**config.mk**
```make
export PLATFORM = sky130hd
export DESIGN_NAME = uart_prog_loader
export DESIGN_NICKNAME = d
export VERILOG_FILES = /design/src/rtl/uart_prog_loader_pkg.sv /design/src/rtl/uart_prog_loader_gap_timer.sv /design/src/rtl/uart_prog_loader.sv
export SDC_FILE = /design/constraint.sdc
export NUM_CORES = 1
export LEC_CHECK = 0
export ABC_AREA = 1
export CORE_ASPECT_RATIO = 1.2
export CORE_UTILIZATION = 36
export CTS_CLUSTER_DIAMETER = 80
export DETAILED_ROUTE_END_ITERATION = 16
export GPL_TIMING_DRIVEN = 1
export PLACE_DENSITY = 0.61
export SYNTH_ARGS = -nofsm -noshare
export SYNTH_HDL_FRONTEND = slang
export SYNTH_SLANG_ARGS = --single-unit
```
**constraint.sdc**
```tcl
create_clock -name clk -period 2.9 [get_ports clk]
set_clock_uncertainty 0.05 [all_clocks]
set_input_delay 0.58 -clock clk [delete_from_list [all_inputs] [get_ports clk]]
set_output_delay 0.58 -clock clk [all_outputs]
set_load 0.01 [all_outputs]
```
**src/rtl/uart_prog_loader_pkg.sv**
```systemverilog
// Shared types and constants for the UART program loader.
// Frame: sync byte, 4-byte little-endian length, payload.
package uart_prog_loader_pkg;

  typedef enum logic [1:0] {
    ST_IDLE = 2'd0,
    ST_LEN  = 2'd1,
    ST_DATA = 2'd2,
    ST_DONE = 2'd3
  } state_t;

  localparam logic [7:0] SYNC_BYTE_DEF = 8'hA5;
  localparam int         HDR_LEN       = 4;

endpackage

```
**src/rtl/uart_prog_loader_gap_timer.sv**
```systemverilog
// Idle-gap watchdog between received bytes.
// Counts only while enabled; any clear or disable restarts it.
module uart_prog_loader_gap_timer #(
  parameter int TIMEOUT_CYCLES = 1_000_000
) (
  input  logic clk,
  input  logic rst_n,
  input  logic clear,
  input  logic enable,
  output logic expired
);

  localparam int TW = $clog2(TIMEOUT_CYCLES + 1);
  localparam logic [TW-1:0] LAST = TW'(TIMEOUT_CYCLES - 1);

  logic [TW-1:0] r_cnt;

  always_ff @(posedge clk or negedge rst_n) begin
    if (!rst_n)
      r_cnt <= '0;
    else if (clear || !enable)
      r_cnt <= '0;
    else if (!expired)
      r_cnt <= r_cnt + 1'b1;
  end

  assign expired = enable && (r_cnt == LAST);

endmodule

```
**src/rtl/uart_prog_loader.sv**
```systemverilog
// UART boot loader: parses a sync/length/payload frame into byte
// writes and holds the CPU in reset until a frame loads cleanly.
module uart_prog_loader
  import uart_prog_loader_pkg::*;
#(
  parameter int         BYTE_ADDR_WIDTH = 10,
  parameter int         TIMEOUT_CYCLES  = 1_000_000,
  parameter logic [7:0] SYNC_BYTE       = SYNC_BYTE_DEF
) (
  input  logic                       clk,
  input  logic                       rst_n,
  input  logic [7:0]                 rx_data,
  input  logic                       rx_valid,
  output logic [BYTE_ADDR_WIDTH-1:0] byte_addr_out,
  output logic [7:0]                 byte_data_out,
  output logic                       byte_wr_en_out,
  output logic                       cpu_rst_n_out,
  output logic                       load_done,
  output logic                       load_err
);

  localparam int          AW      = BYTE_ADDR_WIDTH;
  localparam int          CW      = BYTE_ADDR_WIDTH + 1;
  localparam logic [32:0] MAX_LEN = 33'd1 << BYTE_ADDR_WIDTH;
  localparam logic [1:0]  LAST_IX = 2'(HDR_LEN - 1);

  state_t        r_state, w_next;
  logic [1:0]    r_idx, w_idx_nxt;
  logic [23:0]   r_len, w_len_nxt;
  logic [AW-1:0] r_addr, w_addr_nxt;
  logic [CW-1:0] r_cnt, w_cnt_nxt;
  logic [AW-1:0] w_oaddr_nxt;
  logic [7:0]    w_odata_nxt;
  logic          w_wr_nxt, w_done_nxt, w_err_nxt, w_cpu_nxt;

  logic [31:0]   w_len_full;
  logic          w_len_zero, w_len_big, w_sync;
  logic          w_active, w_expired;

  assign w_len_full = {rx_data, r_len};
  assign w_len_zero = (w_len_full == 32'd0);
  assign w_len_big  = ({1'b0, w_len_full} > MAX_LEN);
  assign w_sync     = rx_valid && (rx_data == SYNC_BYTE);
  assign w_active   = (r_state == ST_LEN) || (r_state == ST_DATA);

  uart_prog_loader_gap_timer #(
    .TIMEOUT_CYCLES(TIMEOUT_CYCLES)
  ) gap_timer (
    .clk    (clk),
    .rst_n  (rst_n),
    .clear  (rx_valid),
    .enable (w_active),
    .expired(w_expired)
  );

  always_ff @(posedge clk or negedge rst_n) begin
    if (!rst_n) begin
      r_state        <= ST_IDLE;
      r_idx          <= '0;
      r_len          <= '0;
      r_addr         <= '0;
      r_cnt          <= '0;
      byte_addr_out  <= '0;
      byte_data_out  <= '0;
      byte_wr_en_out <= 1'b0;
      load_done      <= 1'b0;
      load_err       <= 1'b0;
      cpu_rst_n_out  <= 1'b0;
    end else begin
      r_state        <= w_next;
      r_idx          <= w_idx_nxt;
      r_len          <= w_len_nxt;
      r_addr         <= w_addr_nxt;
      r_cnt          <= w_cnt_nxt;
      byte_addr_out  <= w_oaddr_nxt;
      byte_data_out  <= w_odata_nxt;
      byte_wr_en_out <= w_wr_nxt;
      load_done      <= w_done_nxt;
      load_err       <= w_err_nxt;
      cpu_rst_n_out  <= w_cpu_nxt;
    end
  end

  // A received byte always wins over a same-cycle timeout.
  always_comb begin
    w_next = r_state;
    unique case (r_state)
      ST_IDLE, ST_DONE:
        w_next = w_sync ? ST_LEN : ST_IDLE;
      ST_LEN:
        if (rx_valid) begin
          if (r_idx == LAST_IX) begin
            if (w_len_zero)     w_next = ST_DONE;
            else if (w_len_big) w_next = ST_IDLE;
            else                w_next = ST_DATA;
          end
        end else if (w_expired) begin
          w_next = ST_IDLE;
        end
      ST_DATA:
        if (rx_valid) begin
          if (r_cnt == CW'(1)) w_next = ST_DONE;
        end else if (w_expired) begin
          w_next = ST_IDLE;
        end
      default:
        w_next = ST_IDLE;
    endcase
  end

  always_comb begin
    w_idx_nxt   = r_idx;
    w_len_nxt   = r_len;
    w_addr_nxt  = r_addr;
    w_cnt_nxt   = r_cnt;
    w_oaddr_nxt = byte_addr_out;
    w_odata_nxt = byte_data_out;
    w_wr_nxt    = 1'b0;
    w_done_nxt  = 1'b0;
    w_err_nxt   = load_err;
    w_cpu_nxt   = cpu_rst_n_out;
    unique case (r_state)
      ST_IDLE, ST_DONE:
        if (w_sync) begin
          w_idx_nxt  = '0;
          w_len_nxt  = '0;
          w_addr_nxt = '0;
          w_err_nxt  = 1'b0;
          w_cpu_nxt  = 1'b0;
        end
      ST_LEN:
        if (rx_valid) begin
          w_idx_nxt = r_idx + 1'b1;
          unique case (1'b1)
            (r_idx == 2'd0): w_len_nxt[7:0]   = rx_data;
            (r_idx == 2'd1): w_len_nxt[15:8]  = rx_data;
            (r_idx == 2'd2): w_len_nxt[23:16] = rx_data;
            default: ;
          endcase
          if (r_idx == LAST_IX) begin
            if (w_len_zero) begin
              w_done_nxt = 1'b1;
              w_cpu_nxt  = 1'b1;
            end else if (w_len_big) begin
              w_err_nxt = 1'b1;
            end else begin
              w_cnt_nxt = w_len_full[CW-1:0];
            end
          end
        end else if (w_expired) begin
          w_err_nxt = 1'b1;
        end
      ST_DATA:
        if (rx_valid) begin
          w_oaddr_nxt = r_addr;
          w_odata_nxt = rx_data;
          w_wr_nxt    = 1'b1;
          w_addr_nxt  = r_addr + 1'b1;
          w_cnt_nxt   = r_cnt - 1'b1;
          if (r_cnt == CW'(1)) begin
            w_done_nxt = 1'b1;
            w_cpu_nxt  = 1'b1;
          end
        end else if (w_expired) begin
          w_err_nxt = 1'b1;
        end
      default: ;
    endcase
  end

endmodule

```
==> results.txt, run 1 <==
The flow ran to the end, and the final reports show no timing, DRC or antenna violations. The post-synthesis compound-gate area fraction came out at roughly an eighth. The final global-route overflow total came out at 0. Data on the critical path arrives at its endpoint at 2.33 ns.

The tree is rooted in a sky130_fd_sc_hd__clkbuf_16. The reg-to-reg setup timing slack is 0.82 ns. The number of global-route vias before repair is 3978. The library cells used most frequently in the layout, excluding fill and tap cells, are sky130_fd_sc_hd__nand2_1 (179), sky130_fd_sc_hd__dfrtp_1 (91), sky130_fd_sc_hd__nor2_1 (73).

STA classifies the critical path startpoint as an input port. The maximum frequency from static timing analysis is about 470 MHz. The sequential standard cell area came out at 2280 um2. The post-synthesis adder-cell area fraction is 2.56%. The worst setup path is captured at a flop.

The synthesized netlist devotes 30.4% of its cell area to simple gates. The maximum ir drop on the vdd rail came out at 0.235 mV. On the worst path, the slowest cell contributes a delay of ~0.7 ns. The parity-gate share of the synthesized area counting xor and xnor cells came out at 1.25%.

The fraction of layout instances using a drive strength above 1 came out at 8.43%. The hold violation count in the final report is 0. The largest family of logic cells by synthesized area is simple AND/OR/NAND/NOR gates. Compared with the post-synthesis result, the final layout area differs by 15.9%. The mapped cell area is 4890 um2. The final total negative setup slack came out at 0 ns. The average detailed-routed wire length per instance came out at 13.2 um. The antenna diode count came out at 0.

The number of maximum-capacitance constraint violations came out at 0. At the pin with the least slew margin, the transition time is 0.380 ns. Entering global routing, the biggest net connects 50 pins.

Of all nets on the critical path, the largest fanout is 16. Routability-driven placement finished with a final weighted congestion of 0.868. The critical path endpoint is r_len[1]$_DFFE_PN0P_. The H-tree was split into 3 levels. After detailed routing, the total wire length is 11.0 mm. The number of buffers between clock root and the deepest sink came out at 2. The synthesized area per cell came out at 7.84 um2. The final layout net count is 682. Broken down by cell family, the worst path's largest delay share belongs to simple AND/OR/NAND/NOR gates. The first global-routing pass estimated ~19 mm of wire. The footprint of the multi-input gates came out at about 2200 um2. The detail route stage leaves a number of antenna-violating nets equal to 0. The layout has 1341 filler cells. The hold buffer count at cts is 0. The number of iterations in the first detailed-routing pass came out at 5.

The total chip power is between 3000 and 4000 uW. For this design the static power due to leakage is 0.00260 uW. The net count of the mapped netlist came out at ~650. The number of antenna violations at the first check in global routing came out at 0.

Tracing the worst setup path back leads to its startpoint at rx_valid. The post-cts gate resize count came out at 0. The number of top-level pins is 33. Counting buffers and inverters, the worst setup path is 9 cells deep. Leaving out fill and tap cells, the most frequent cell in the layout is sky130_fd_sc_hd__nand2_1. The startpoint identified for the worst register-to-register timing path is r_state[0]$_DFFE_PN0P_.

After clock tree synthesis, the clock-pin slew on the worst setup and hold paths is around 0.060 ns. The die width is 108 um. The vertical die dimension came out at 130 um.

The total DRC errors in the routed layout came out at 0. The path category of the worst min-delay check is in -> async. The average vias per placed instance is 4.94.

The number of buffers created by CTS is 9. The smallest clock period supported by the final layout is computed as between 2 and 2.5 ns. The critical path class is in -> reg. In this run, the number of DRC markers left after iteration 0 of detailed routing was roughly 220.

The number of buffers added on ports is 32. Data on the critical path is required at its endpoint by 3.08 ns. Measured against the total synthesized area, the mux share comes to 0%. The worst slew margin relative to its limit is 74.6%.

Dividing total power by cell area gives a power density of slightly above 600 nW/um2. The tree built by TritonCTS fans out to between 90 and 100 sinks. The depth of the worst register-to-register path came out at 12.

The via count is roughly 4100. The number of unique standard cell types used by synthesis came out at 37. The worst register-to-register path ends at r_state[1]$_DFFE_PN0P_. The total core area came out at 13200 um2. The worst path buffer plus inverter count came out at 1. The synthesized netlist cell count is 624.

Among all stages on the critical path, the largest delay is contributed by sky130_fd_sc_hd__clkdlybuf4s50_1. The number of setup violations in the final report is 0. The critical path goes through clkdlybuf4s50_1 > nand4_2 > nor2_2 > nand2_2 > nand2_4 > nand2_8 > nor2_8 > nand2_1 > o21a_1. The share of the clock period used by the worst path after layout is 74.1%.

The initialized floorplan defines 46 standard-cell rows. Summed over all nets, the half-perimeter wirelength after detailed placement is between 8 and 9 mm. The starting utilization of the core area is between 30% and 40%. The number of buffers added for setup after CTS is 0.

The max-slew violation count is 0. Global routing used 17.0% of the available tracks across all layers. The latest clock arrival within the worst-skew pair came out at 0.35 ns. TritonCTS built the clock tree. Setup repair after global routing left no endpoint under its margin.

Counting flops and latches in the post-synthesis netlist gives 91. The sequential fraction of the synthesis area is between 40% and 50%. The die footprint came out at 14100 um2. The total of warnings raised by yosys came out at 0.
synthesized netlist by cell type, drive strengths merged:
master	n	area (um2)
nand2	185	743
dfrtp	91	2280
nor2	83	378
inv	71	267
o21ai	51	267
nand3	45	230
a21oi	19	118
o21a	16	120
nand4	11	81.3
ha	10	125
clkbuf	8	30.0
nor3	8	40.0
buf	7	70.1
xor2	7	61.3
a31oi	2	12.5
o31ai	2	15.0
a211oi	1	7.51
a2bb2oi	1	8.76
a31o	1	8.76
and3	1	6.26
clkinv	1	3.75
o211a	1	10.0
o21bai	1	7.51
or2	1	6.26
through the flow:
stage | cells | utilization, % | worst slack (ns) | cell area, um2 | hold slack, ns
floorplan | 624 | - | 1.10 | 4890 | 0.234
global placement | 818 | 40.8 | 0.444 | 5400 | 0.413
detailed placement | 818 | 40.8 | 0.413 | 5400 | 0.411
CTS | 832 | 42.8 | 0.758 | 5670 | 0.0430
global route | 832 | 42.8 | 0.584 | 5670 | 0.0546
finish | 832 | 42.8 | 0.752 | 5670 | 0.0411
power breakdown:
part / switching (uW) / internal, uW / total [uW]
clock network: 472 / 617 / 1090
registers: 171 / 1510 / 1680
logic: 416 / 339 / 755
total: 1060 / 2460 / 3520
worst reg2reg max path: stages (launching register included):
cell and delay (ns):
sky130_fd_sc_hd__dfrtp_1 0.39, sky130_fd_sc_hd__inv_1 0.06, sky130_fd_sc_hd__ha_1 0.43, sky130_fd_sc_hd__inv_2 0.19
sky130_fd_sc_hd__nand3_1 0.10, sky130_fd_sc_hd__nor2_1 0.17, sky130_fd_sc_hd__nand3_2 0.22, sky130_fd_sc_hd__nand2_1 0.12
sky130_fd_sc_hd__nand2_1 0.05, sky130_fd_sc_hd__nand2_1 0.05, sky130_fd_sc_hd__nand2_1 0.05, sky130_fd_sc_hd__nand2_1 0.06
sky130_fd_sc_hd__nand2_1 0.05
state kept, by name, indices dropped and copies added (netlist names):
signal and count:
r_state 2, load_done 1, r_cnt 11, load_err 1, r_addr 10, byte_data_out 8, r_idx 2, gap_timer.r_cnt 20
byte_wr_en_out 1, byte_addr_out 10, cpu_rst_n_out 1, r_len 24
worst min-delay path by stage:
stage	from	to	slack (ns)	cells after the start
finish	rst_n	byte_addr_out[3]$_DFFE_PN0P_	0.04	1
global route	rst_n	r_addr[2]$_DFFE_PN0P_	0.05	1
CTS	rst_n	byte_addr_out[3]$_DFFE_PN0P_	0.04	1
detailed placement	rst_n	byte_addr_out[3]$_DFFE_PN0P_	0.41	1
global placement	rst_n	r_addr[3]$_DFFE_PN0P_	0.41	1
floorplan	rst_n	byte_addr_out[0]$_DFFE_PN0P_	0.23	0
cell families (layout without fill, tap and decap cells):
logic type,after synthesis,in the layout
fa+ha+maj,10,10
compound gates,95,95
buf+inv,87,127
simple gates,334,334
flops,91,91
xor+xnor,7,7
final cells by class:
class | count | area share [%]
Sequential cell | 91 | 40.2
Multi-Input combinational cell | 446 | 39.6
Timing Repair Buffer | 41 | 7.02
Inverter | 72 | 4.77
Clock buffer | 12 | 4.52
Tap cell | 168 | 3.71
Clock inverter | 2 | 0.221
per-layer routing:
layer	up-vias	GRT usage (%)	wire length, um
met3	17	2.50	495
met2	88	27.1	5060
li1	2060	-	-
met1	1946	22.9	5150
met5	-	0	0
met4	0	7.87	263
Power figures use the tool's default switching activity.
==> inputs of run 2 (changes only) <==
clock period = 2 ns   (was 2.9 ns; I/O delays follow)
==> results.txt, run 2 (synthesized netlist as in run 1, its figures left out) <==
The run finished with clean final reports. The final total negative setup slack came out at 0 ns. The hold slack is between 0.4 and 0.5 ns. Relative to the synthesized area, the layout overhead comes to 19.7%. The cell type group with the largest total delay on the critical path is simple AND/OR/NAND/NOR gates. The fraction of layout instances using a drive strength above 1 came out at 11.6%. The clock passes through at most 2 buffers.

The total core area is 13200 um2. The number of buffers added on ports is 32. Setup repair after global routing could not meet its margin everywhere.

For this design the ratio of total power to cell area is roughly 900 nW/um2. Leaving out fill and tap cells, the most frequent cell in the layout is sky130_fd_sc_hd__nand2_1. Ranked by flip-flop count, first place goes to r_len. The global-route wire length before repair came out at 19.2 mm. The final design utilization came out at 44.3%. The total DRC errors in the routed layout came out at 0. The worst register-to-register path has a depth of 12. The endpoint of the worst hold-timing path is byte_addr_out[1]$_DFFE_PN0P_. The maximum level of the CTS H-tree is 3. The die footprint came out at 14100 um2.

In this run, the number of DRC markers left after iteration 0 of detailed routing was 263. Data on the critical path is required at its endpoint by 2.18 ns. By startpoint and endpoint, the worst setup path is classified as in -> reg. The slowest stage of the critical path is the sky130_fd_sc_hd__clkdlybuf4s50_1 cell. The die width came out at roughly 110 um. The clock slew at the register clock pins of the worst setup and hold paths is 0.06 ns. The number of standard-cell rows in the floorplan came out at 46.

The post-layout minimum cycle time came out at around 1.9 ns. The analysis attributes to cell leakage a power of between 0.002 and 0.003 uW. The reg-to-reg setup timing slack came out at 0.17 ns. The maximum frequency from static timing analysis is 529 MHz.

The critical path goes through clkdlybuf4s50_1 > inv_1 > nand4_2 > nor2_4 > nand2_2 > nand2_4 > nand2_8 > nor2_8 > nand2_1 > o21a_1. The reg-to-reg critical path startpoint is r_state[0]$_DFFE_PN0P_. The standard cell area after detailed placement is 5560 um2.

The average vias per placed instance came out at 4.96. The count of nets left with antenna violations after detail routing came out at 0. The vertical die dimension came out at 130 um. The maximum ir drop on the vdd rail is 0.389 mV. The number of buffers created by CTS is 9. For this run the aggregate overflow at the end of global routing stands at 0. The arrival time reported for the critical path endpoint came out at 2.08 ns. The type of element capturing the critical path is a flop. Summing internal, switching and leakage power gives 5140 uW. The kind of start point of the critical path is an input port. The worst register-to-register path ends at r_state[1]$_DFFE_PN0P_. The number of antenna diodes in the final layout is 0. The latest clock arrival within the worst-skew pair came out at 0.34 ns. Global routing used 17.5% of the available tracks across all layers. The worst path buffer plus inverter count is 2. Routability-driven placement finished with a final weighted congestion of 0.884. In the final layout, the registers with the most flip-flops are r_len (24), gap_timer.r_cnt (20), r_cnt (11). The largest driver fanout on the critical path came out at 16. The net count of the finished layout is between 700 and 800. The stage delay of the slowest cell on the critical path is roughly 0.47 ns. The worst pin sits at a relative slew slack of 71.4%. The top cell types in the final layout, fill and taps aside, are sky130_fd_sc_hd__nand2_1 (179), sky130_fd_sc_hd__dfrtp_1 (91), sky130_fd_sc_hd__nor2_1 (73). The clock sink count came out at 91.

The placed wire-length estimate is around 8.6 mm. The average detailed-routed wire length per instance is around 14 um. The via count is 4253. The number of global-route vias before repair is 4077. The number of antenna violations at the first check in global routing came out at 0. The register with the most flip-flops in the layout has 24 of them. The number of top-level pins is 33. The TritonCTS clock tree is yes. The number of setup violations in the final report came out at 0.

Before antenna repair, the detailed router went through 7 iterations. The share of the clock period used by the worst path after layout is 94.5%. The hold violation count in the final report is 0. The starting utilization of the core area is 37.0%. The path category of the worst min-delay check is reg -> reg. The max-slew violation count came out at 0. The worst hold path was traced through 2 stages. The filler cells instantiated in the layout total 1349.

The largest net degree at the start of global routing is 44. The final layout contains routed wiring with a total length of between 10 and 15 mm. The beginning of the worst hold path is byte_addr_out[1]$_DFFE_PN0P_. The number of maximum-capacitance constraint violations came out at 0. The actual slew at the worst max-slew pin is 0.429 ns. The tree is rooted in a sky130_fd_sc_hd__clkbuf_16. The design area came out at just under 6000 um2.
-- run 2: metrics by stage --
| step | std cells | setup WS (ns) |
|---|---|---|
| after floorplan | 624 | 0.197 |
| after global placement | 839 | -0.226 |
| after detailed placement | 839 | -0.283 |
| after CTS | 856 | 0.0752 |
| after global routing | 857 | -0.00886 |
| final | 857 | 0.109 |
-- run 2: worst max-delay path by stage --
stage,start,to,slack (ns),depth (start not counted)
floorplan,r_state[0]$_DFFE_PN0P_,r_state[1]$_DFFE_PN0P_,0.20,12
global placement,rx_data[6],r_len[14]$_DFFE_PN0P_,-0.23,10
detailed placement,rx_data[6],r_len[9]$_DFFE_PN0P_,-0.28,10
CTS,rx_data[6],r_len[9]$_DFFE_PN0P_,0.08,10
global route,r_state[0]$_DFFE_PN0P_,r_addr[0]$_DFFE_PN0P_,-0.009,8
finish,rx_data[6],r_len[0]$_DFFE_PN0P_,0.11,10
-- run 2: worst reg2reg max path, cell delays in order, from the launching register on --
cell,delay (ns)
sky130_fd_sc_hd__dfrtp_1,0.41
sky130_fd_sc_hd__inv_1,0.06
sky130_fd_sc_hd__ha_1,0.32
sky130_fd_sc_hd__inv_2,0.07
sky130_fd_sc_hd__nand3_1,0.08
sky130_fd_sc_hd__nor2_1,0.23
sky130_fd_sc_hd__nand3_4,0.17
sky130_fd_sc_hd__nand2_1,0.10
sky130_fd_sc_hd__nand2_1,0.05
sky130_fd_sc_hd__nand2_1,0.05
sky130_fd_sc_hd__nand2_1,0.05
sky130_fd_sc_hd__nand2_1,0.05
sky130_fd_sc_hd__nand2_1,0.04
-- run 2: layer usage --
metal / vias to the layer above / share of wire, % / track usage (%) / wire length (um)
met5: - / 0 / 0 / 0
met4: 0 / 2.1 / 6.84 / 244
met3: 20 / 3.9 / 3.25 / 459
met2: 89 / 48 / 29.0 / 5550
met1: 2031 / 46 / 22.7 / 5360
li1: 2113 / - / - / -
-- run 2: area by class of cell --
cell class | count | area (um2) | area share, %
Inverter | 72 | 270 | 4.61
Tap cell | 168 | 210 | 3.59
Clock buffer | 10 | 229 | 3.91
Sequential cell | 91 | 2280 | 38.9
Multi-Input combinational cell | 446 | 2260 | 38.5
Timing Repair Buffer | 64 | 573 | 9.78
Clock inverter | 6 | 41.3 | 0.705
-- run 2: timing repair --
item                                    CTS  global route
endpoints found under the setup margin    0            20
hold buffers                              1             0
hold endpoints to repair                 28             0
buffers inserted                          0             1
resized for setup                         0             2
-- run 2: power breakdown --
| group | leakage, uW | switching (uW) | internal [uW] |
|---|---|---|---|
| registers | 0.00119 | 250 | 2180 |
| clock network | 0.000125 | 736 | 843 |
| logic | 0.00139 | 616 | 511 |
